==> config.mk <==
export PLATFORM = sky130hd
export DESIGN_NAME = tcam_add_sched_flat
export DESIGN_NICKNAME = d
export VERILOG_FILES = /design/src/rtl/tcam_add_if.sv /design/src/rtl/tcam_add_sched.sv /design/src/flat_wrapper.sv
export SDC_FILE = /design/constraint.sdc
export NUM_CORES = 1
export LEC_CHECK = 0
export ABC_AREA = 0
export CELL_PAD_IN_SITES_DETAIL_PLACEMENT = 2
export CELL_PAD_IN_SITES_GLOBAL_PLACEMENT = 2
export CORE_MARGIN = 3
export CORE_UTILIZATION = 22
export DETAILED_ROUTE_END_ITERATION = 6
export GPL_ROUTABILITY_DRIVEN = 0
export HOLD_SLACK_MARGIN = 0.15
export PLACE_DENSITY = 0.81
export SLEW_MARGIN = 20
export SYNTH_ARGS = -nofsm -noshare
export SYNTH_HDL_FRONTEND = slang
export SYNTH_SLANG_ARGS = --single-unit
==> constraint.sdc <==
create_clock -name clk -period 11.9 [get_ports clk]
set_input_delay 2.38 -clock clk [delete_from_list [all_inputs] [get_ports clk]]
set_output_delay 2.38 -clock clk [all_outputs]
set_load 0.02 [all_outputs]
==> src/rtl/tcam_add_if.sv <==
// Signal bundle between tcam_add_sched and its environment: table load,
// two operand requesters, the external adder and the response strobes.
interface tcam_add_if;
   logic        cfg_start, cfg_valid, cfg_ready;
   logic [4:0]  cfg_wdata;
   logic        tbl_we;
   logic [6:0]  tbl_addr;
   logic [4:0]  tbl_wdata;
   logic        req0_valid, req0_ready, req1_valid, req1_ready;
   logic [63:0] req0_a, req0_b, req1_a, req1_b;
   logic [63:0] add_a, add_b;
   logic [64:0] add_sum;
   logic        rsp0_valid, rsp1_valid;
   logic [64:0] rsp_sum;
   logic        tbl_loaded, busy, err;

   modport slave (
      input  cfg_start, cfg_valid, cfg_wdata, req0_valid, req0_a, req0_b,
             req1_valid, req1_a, req1_b, add_sum,
      output cfg_ready, tbl_we, tbl_addr, tbl_wdata, req0_ready, req1_ready,
             add_a, add_b, rsp0_valid, rsp1_valid, rsp_sum, tbl_loaded, busy, err
   );
   modport master (
      output cfg_start, cfg_valid, cfg_wdata, req0_valid, req0_a, req0_b,
             req1_valid, req1_a, req1_b, add_sum,
      input  cfg_ready, tbl_we, tbl_addr, tbl_wdata, req0_ready, req1_ready,
             add_a, add_b, rsp0_valid, rsp1_valid, rsp_sum, tbl_loaded, busy, err
   );
endinterface

==> src/rtl/tcam_add_sched.sv <==
// Scheduler for a fixed-latency TCAM adder: loads its lookup tables, then
// round-robins two requesters into the adder. TCAM_ADD_CHECK_EN adds a golden-sum checker.
module tcam_add_sched #(
   parameter int LAT       = 16,
   parameter int TBL_DEPTH = 128
) (
   input logic      clk,
   input logic      rst,
   tcam_add_if.slave bus
);
   typedef enum logic [1:0] {IDLE, LOAD, RUN, DRAIN} state_t;

   state_t       state, state_nxt;
   logic [6:0]   idx;
   logic [6:0]   inflight;
   logic         last_gnt;
   logic         gnt0, gnt1, grant, cfg_fire, last_word, retire, drained;
   logic [63:0]  win_a, win_b;
   // bit 0 lines up with the registered operands; bit LAT with a valid add_sum
   logic [LAT:0] vld_pipe, tag_pipe;

   assign cfg_fire  = (state == LOAD) && bus.cfg_valid;
   assign last_word = cfg_fire && (idx == 7'(TBL_DEPTH - 1));
   assign retire    = vld_pipe[LAT];
   assign drained   = (state == DRAIN) && (inflight == 7'd0);
   assign grant     = gnt0 | gnt1;
   assign win_a     = gnt1 ? bus.req1_a : bus.req0_a;
   assign win_b     = gnt1 ? bus.req1_b : bus.req0_b;
   assign bus.tbl_addr = idx;
   assign bus.busy     = (state == LOAD) || (state == DRAIN) || (inflight != 7'd0);

   always_comb begin
      state_nxt      = state;
      gnt0           = 1'b0;
      gnt1           = 1'b0;
      bus.cfg_ready  = 1'b0;
      bus.tbl_we     = 1'b0;
      bus.tbl_wdata  = 5'd0;
      bus.req0_ready = 1'b0;
      bus.req1_ready = 1'b0;
      unique case (state)
         IDLE: if (bus.cfg_start) state_nxt = LOAD;
         LOAD: begin
            bus.cfg_ready = 1'b1;
            bus.tbl_we    = bus.cfg_valid;
            bus.tbl_wdata = bus.cfg_valid ? bus.cfg_wdata : 5'd0;
            if (last_word) state_nxt = RUN;
         end
         RUN: begin
            // last_gnt=1 means requester 1 won last, so requester 0 is favoured
            if (bus.req0_valid && bus.req1_valid) begin
               gnt0 = last_gnt;
               gnt1 = !last_gnt;
            end else begin
               gnt0 = bus.req0_valid;
               gnt1 = bus.req1_valid;
            end
            bus.req0_ready = gnt0;
            bus.req1_ready = gnt1;
            if (bus.cfg_start) state_nxt = DRAIN;
         end
         DRAIN: if (drained) state_nxt = LOAD;
         default: state_nxt = IDLE;
      endcase
   end

   always_ff @(posedge clk or posedge rst) begin
      if (rst) begin
         state          <= IDLE;
         idx            <= 7'd0;
         inflight       <= 7'd0;
         last_gnt       <= 1'b1;
         vld_pipe       <= '0;
         tag_pipe       <= '0;
         bus.tbl_loaded <= 1'b0;
         bus.add_a      <= 64'd0;
         bus.add_b      <= 64'd0;
         bus.rsp0_valid <= 1'b0;
         bus.rsp1_valid <= 1'b0;
         bus.rsp_sum    <= 65'd0;
      end else begin
         state <= state_nxt;
         if (cfg_fire) idx <= last_word ? 7'd0 : idx + 7'd1;
         if (last_word) bus.tbl_loaded <= 1'b1;
         else if (drained) begin
            bus.tbl_loaded <= 1'b0;
            idx            <= 7'd0;
         end
         if (grant) begin
            last_gnt  <= gnt1;
            bus.add_a <= win_a;
            bus.add_b <= win_b;
         end
         vld_pipe       <= {vld_pipe[LAT-1:0], grant};
         tag_pipe       <= {tag_pipe[LAT-1:0], gnt1};
         inflight       <= inflight + 7'(grant) - 7'(retire);
         bus.rsp0_valid <= retire && !tag_pipe[LAT];
         bus.rsp1_valid <= retire && tag_pipe[LAT];
         if (retire) bus.rsp_sum <= bus.add_sum;
      end
   end

`ifdef TCAM_ADD_CHECK_EN
   logic [LAT:0][64:0] gold;
   logic               err_r;

   always_ff @(posedge clk or posedge rst) begin
      if (rst) begin
         gold  <= '0;
         err_r <= 1'b0;
      end else begin
         gold <= {gold[LAT-1:0], {1'b0, win_a} + {1'b0, win_b}};
         if (retire && (gold[LAT] != bus.add_sum)) err_r <= 1'b1;
      end
   end
   assign bus.err = err_r;
`else
   assign bus.err = 1'b0;
`endif
endmodule

==> src/flat_wrapper.sv <==
// flat-port wrapper written by rule: the top's interface ports become plain ports
module tcam_add_sched_flat 
#(
   parameter int LAT       = 16,
   parameter int TBL_DEPTH = 128
)
  (clk, rst, bus_cfg_start, bus_cfg_valid, bus_cfg_wdata, bus_req0_valid, bus_req0_a, bus_req0_b, bus_req1_valid, bus_req1_a, bus_req1_b, bus_add_sum, bus_cfg_ready, bus_tbl_we, bus_tbl_addr, bus_tbl_wdata, bus_req0_ready, bus_req1_ready, bus_add_a, bus_add_b, bus_rsp0_valid, bus_rsp1_valid, bus_rsp_sum, bus_tbl_loaded, bus_busy, bus_err);
  tcam_add_if bus_i ();
  input logic clk;
  input logic rst;
  input wire logic [$bits(bus_i.cfg_start)-1:0] bus_cfg_start;
  input wire logic [$bits(bus_i.cfg_valid)-1:0] bus_cfg_valid;
  input wire logic [$bits(bus_i.cfg_wdata)-1:0] bus_cfg_wdata;
  input wire logic [$bits(bus_i.req0_valid)-1:0] bus_req0_valid;
  input wire logic [$bits(bus_i.req0_a)-1:0] bus_req0_a;
  input wire logic [$bits(bus_i.req0_b)-1:0] bus_req0_b;
  input wire logic [$bits(bus_i.req1_valid)-1:0] bus_req1_valid;
  input wire logic [$bits(bus_i.req1_a)-1:0] bus_req1_a;
  input wire logic [$bits(bus_i.req1_b)-1:0] bus_req1_b;
  input wire logic [$bits(bus_i.add_sum)-1:0] bus_add_sum;
  output wire logic [$bits(bus_i.cfg_ready)-1:0] bus_cfg_ready;
  output wire logic [$bits(bus_i.tbl_we)-1:0] bus_tbl_we;
  output wire logic [$bits(bus_i.tbl_addr)-1:0] bus_tbl_addr;
  output wire logic [$bits(bus_i.tbl_wdata)-1:0] bus_tbl_wdata;
  output wire logic [$bits(bus_i.req0_ready)-1:0] bus_req0_ready;
  output wire logic [$bits(bus_i.req1_ready)-1:0] bus_req1_ready;
  output wire logic [$bits(bus_i.add_a)-1:0] bus_add_a;
  output wire logic [$bits(bus_i.add_b)-1:0] bus_add_b;
  output wire logic [$bits(bus_i.rsp0_valid)-1:0] bus_rsp0_valid;
  output wire logic [$bits(bus_i.rsp1_valid)-1:0] bus_rsp1_valid;
  output wire logic [$bits(bus_i.rsp_sum)-1:0] bus_rsp_sum;
  output wire logic [$bits(bus_i.tbl_loaded)-1:0] bus_tbl_loaded;
  output wire logic [$bits(bus_i.busy)-1:0] bus_busy;
  output wire logic [$bits(bus_i.err)-1:0] bus_err;
  assign bus_i.cfg_start = bus_cfg_start;
  assign bus_i.cfg_valid = bus_cfg_valid;
  assign bus_i.cfg_wdata = bus_cfg_wdata;
  assign bus_i.req0_valid = bus_req0_valid;
  assign bus_i.req0_a = bus_req0_a;
  assign bus_i.req0_b = bus_req0_b;
  assign bus_i.req1_valid = bus_req1_valid;
  assign bus_i.req1_a = bus_req1_a;
  assign bus_i.req1_b = bus_req1_b;
  assign bus_i.add_sum = bus_add_sum;
  assign bus_cfg_ready = bus_i.cfg_ready;
  assign bus_tbl_we = bus_i.tbl_we;
  assign bus_tbl_addr = bus_i.tbl_addr;
  assign bus_tbl_wdata = bus_i.tbl_wdata;
  assign bus_req0_ready = bus_i.req0_ready;
  assign bus_req1_ready = bus_i.req1_ready;
  assign bus_add_a = bus_i.add_a;
  assign bus_add_b = bus_i.add_b;
  assign bus_rsp0_valid = bus_i.rsp0_valid;
  assign bus_rsp1_valid = bus_i.rsp1_valid;
  assign bus_rsp_sum = bus_i.rsp_sum;
  assign bus_tbl_loaded = bus_i.tbl_loaded;
  assign bus_busy = bus_i.busy;
  assign bus_err = bus_i.err;
  tcam_add_sched #(.LAT(LAT), .TBL_DEPTH(TBL_DEPTH)) u_core (.clk(clk), .rst(rst), .bus(bus_i));
endmodule
## Yosys cells after proc, flatten, opt, wreduce, memory -nomap -nowiden

Cells that the tools add are included.
Widths: inputs -> output; s select.

- Bits in registers: 247
- Output and inout port bits: 214
- Logic and storage cells: 60

- Bitwise operators: 1
- Equality and inequality tests: 8
- Muxes and demuxes: 21
- Add/subtract/negate cells: 3
- Reductions and logical operators: 15

Operator list:

| cell | number |
|---|---|
| $mux 64 | 2 |
| $mux 7 | 4 |
| $mux 5 | 2 |
| $mux 1 | 8 |
| $mux 2 | 4 |
| $pmux 2 s4 | 1 |
| $add 7x1->7 | 1 |
| $add 7x1->7 const B | 1 |
| $eq 7x7->1 const B | 1 |
| $logic_not 7->1 | 1 |
| $reduce_bool 7->1 | 1 |
| $sub 7x1->7 | 1 |
| $logic_and 1x1->1 | 6 |
| $eq 2x2->1 const B | 2 |
| $ne 2x1->1 const B | 2 |
| $ne 2x2->1 const B | 2 |
| $reduce_and 4->1 | 1 |
| $eq 2x1->1 const B | 1 |
| $logic_not 1->1 | 2 |
| $logic_not 2->1 | 1 |
| $logic_or 1x1->1 | 2 |
| $reduce_bool 2->1 | 1 |
| $or 1x1->1 | 1 |

## Logic depth before layout (Yosys ltp)

- Depth in word-level cells: 7
- Mapped depth: 12
- Gate-level depth less buffers: 10

## Least setup slack after synthesis

No wires, ideal clock.

- Path type: input port to output port
- Start: input port bus_req1_valid
- End: output port bus_req1_ready
- Data required time: 9.520 ns
- Stages on the path: 3
- Slack: 6.501 ns
- Arrival time: 3.019 ns
- Cells stage by stage: nand2_1 > a21oi_1 > clkbuf_1

- Cells in the longest elaborated chain, start to end: 3

RTL lines:

| item | RTL line | source |
|---|---|---|
| start, declared | flat_wrapper.sv:17 | `input wire logic [$bits(bus_i.req1_valid)-1:0] bus_req1_valid;` |
| $logic_and 1x1->1 | tcam_add_sched.sv:51 | `if (bus.req0_valid && bus.req1_valid) begin` |
| $mux 1 * | tcam_add_sched.sv:51 |  |
| $mux 1 * | tcam_add_sched.sv:41 | `unique case (state)` |
| end, declared | flat_wrapper.sv:26 | `output wire logic [$bits(bus_i.req1_ready)-1:0] bus_req1_ready;` |

Every way passes the cells marked *; elsewhere a longest branch is shown, timed or not.

## Final worst setup path

Ends and elaborated chain as after synthesis.

==> impl_results.md <==
- Status: complete, no violations
- # hold bufs at CTS: 0
- Post-DR vias/cell: 4.43
- Worst min path class: reg2reg
- Clk sinks: 247
- Sw power: 1.33 mW
- Final worst path period need: 6320 ps
- Cells after synthesis: 849
- Post-CTS resize count: 0
- CTS tree: yes
- Later-pin clock latency in the skew report: 580 ps
- Fill count: 4584
- Synth Register Bits: 247
- P_int: 2.34 mW
- Setup TNS Final: 0 ps
- Via count: 8847
- Die area: 0.0468 mm^2
- Count of different cell masters after synthesis: 34
- Number of DRC markers in iteration 0: 349
- Drt total wl: 43000 um
- Mean Syn Cell Area: 11.5 um^2
- Remaining global-route overflow: 0
- Nets: 1731
- Largest net degree at the start of global routing: 116
- Syn_nets: 1196
- Largest cells by area after synthesis: dfrtp_1 (63%), nand2_1 (10%), a22oi_1 (9.9%)
- RSZ-0062 raised after global routing: no
- Core ar.: 0.0434 mm^2
- Design area: 0.0169 mm^2
- FMAX: 158 MHz
- Placed instance area: 0.0158 mm^2
- Number of synthesized flops with an enable pin: 0
- WL/cell: 21.5 um
- Power Dens Cells: 217 mW/mm^2
- Yosys top cell by area: dfrtp_1
- Post-CTS Setup Inserts: 0
- Starting Density: 22.4%
- Synth top area share: 63.3%
- Growth of design area from synthesis to finish: 73.9%
- Crit Path Class: in2out
- Finish-stage setup viols: 0
- Share of cells above drive strength 1: 9.94%
- Clk slew on worst S/H paths: 60 ps
- Fin crit share: 53.1%
- Async S/R FF share, synth: 100%
- # IOs: 546
- CTS root buffer: clkbuf_16
- Slew Limit Fails: 0
- Worst slew pin tran: 947 ps
- Die X-Extent: 216 um
- Rel. slew slack: 36.8%
- DRT Pass-1 Iters: 5
- Logic pwr share: 39.7%
- Initial antenna violation count: 5
- YS warnings: 0
- Top_reg_cell synth: dfrtp_1
- Height of the die: 216 um
- Sequential Power Share: 33.5%
- Worst-path fanout max: 3
- Drt drc: 0
- Sequential fraction of the synthesis area: 63.6%
- Commonest non-fill, non-tap cell in the layout: clkdlybuf4s50_1
- HPWL after DPL: 31800 um
- Static Leak: 7.68 nW
- Number of global-route vias before repair: 10143
- Maxcap violations: 0
- Port bufs: 544
- Final Hold Viols: 0
- Crit end category: output port
- Most frequent cells in the layout: clkdlybuf4s50_1 (544), nand2_1 (263), dfrtp_1 (245), a22oi_1 (128), mux2_2 (65)
- Total GRT Usage: 17.6%
- Critical path arrival: 3940 ps
- First-pass GRT wire length: 64000 um
- Num rows: 76
- H-tree levels: 1
- Clock power frac: 26.7%
- Num CTS Buffers: 30
- Maximum VDD drop: 102 uV
- Final setup skew: 22.9 ps
- Max clock buf depth: 3
- Antenna Nets Post-Route: 0
- Req. time, crit path: 9520 ps
- Worst setup SP type: input port
- Cell Area, Synth: 0.00972 mm^2
- Sw frac: 36.3%
stage by stage:
stage,power [mW],worst slack [ps],utilization (%),hold WS (ps),cells
CTS,3.74,5580,39.0,349,1993
floorplan,1.92,2740,-,331,849
finish,3.67,5580,39.0,345,1996
global route,3.91,5520,39.0,354,1996
detailed placement,2.72,5590,36.5,336,1937
global placement,2.64,5640,36.5,332,1937
final timing paths:
check	start	endpoint	slack, ps	cells after the start
max in group asynchronous	rst	u_core.vld_pipe[16]$_DFF_PP0_	7970	3
worst max-delay path	bus_req1_valid	bus_req1_ready	5580	4
worst min register to register	u_core.vld_pipe[11]$_DFF_PP0_	u_core.vld_pipe[12]$_DFF_PP0_	350	0
worst max register to register	u_core.state[0]$_DFFE_PP0P_	u_core.bus.add_b[47]$_DFFE_PP0N_	8780	8
worst min-delay path	u_core.vld_pipe[11]$_DFF_PP0_	u_core.vld_pipe[12]$_DFF_PP0_	350	0
min in group asynchronous	rst	u_core.bus.rsp_sum[18]$_DFFE_PP0P_	2400	2
logic make-up (layout without fill, tap and decap cells):
logic type               Yosys count  in the layout  synth area share [%]
AO/OA/AOI/OAI                    143            143                  10.8
XOR/XNOR                          12             12                  1.08
adder cells (fa/ha/maj)           15             15                  2.01
buffers and inverters             71            630                  2.78
flip-flops                       247            247                  63.6
multiplexers                      68             68                  7.89
other                              1              4                0.0386
AND/OR/NAND/NOR                  292            292                  11.8
power groups by stage:
stage	sequential, mW	clock (mW)	combinational (mW)
after CTS	1.24	1.02	1.49
after detailed placement	1.25	0	1.47
final	1.23	0.981	1.46
after floorplan	1.47	0	0.457
after global routing	1.26	1.05	1.59
after global placement	1.23	0	1.42
sequential cells by signal, summed over array words and instances (netlist names):
| register | count |
|---|---|
| u_core.bus.add_a | 64 |
| u_core.bus.add_b | 64 |
| u_core.bus.rsp0_valid | 1 |
| u_core.bus.rsp1_valid | 1 |
| u_core.bus.rsp_sum | 65 |
| u_core.bus.tbl_addr | 7 |
| u_core.bus.tbl_loaded | 1 |
| u_core.inflight | 7 |
| u_core.last_gnt | 1 |
| u_core.state | 2 |
| u_core.tag_pipe | 17 |
| u_core.vld_pipe | 17 |
critical path, stage by stage:
cell	delay (ps)
clkdlybuf4s50_1	620
nand2_1	170
a21oi_4	150
clkdlybuf4s50_1	620
metal layers:
layer | vias to the layer above | global-route usage, % | wire length, um
li1 | 3962 | - | -
met1 | 4493 | 19.8 | 16400
met2 | 333 | 32.2 | 22100
met3 | 57 | 5.43 | 3480
met4 | 2 | 5.25 | 965
met5 | - | 0 | 13
synth_stat cells (2+ instances only):
master / n
dfrtp_1: 246
a22oi_1: 128
clkbuf_1: 43
nand4_1: 2
a21oi_1: 7
xnor2_1: 8
nor2b_1: 2
o21ai_0: 4
buf_1: 6
xor2_1: 4
and3_2: 5
inv_1: 20
mux2i_1: 2
ha_1: 14
nor2_1: 13
mux2_2: 65
nand2_1: 263
layout make-up:
cell class / instances / area, um^2 / share of cell area (%)
diodes: 3 / 7.51 / 0.0444
repair buffers: 553 / 5510 / 32.6
multi-input cells: 531 / 3300 / 19.5
inverters: 21 / 86.3 / 0.511
flip-flops and latches: 247 / 6180 / 36.6
clock buffers: 44 / 883 / 5.23
well taps: 585 / 732 / 4.33
clock inverters: 12 / 194 / 1.15
Note: power is estimated with default switching activity, not from simulation.
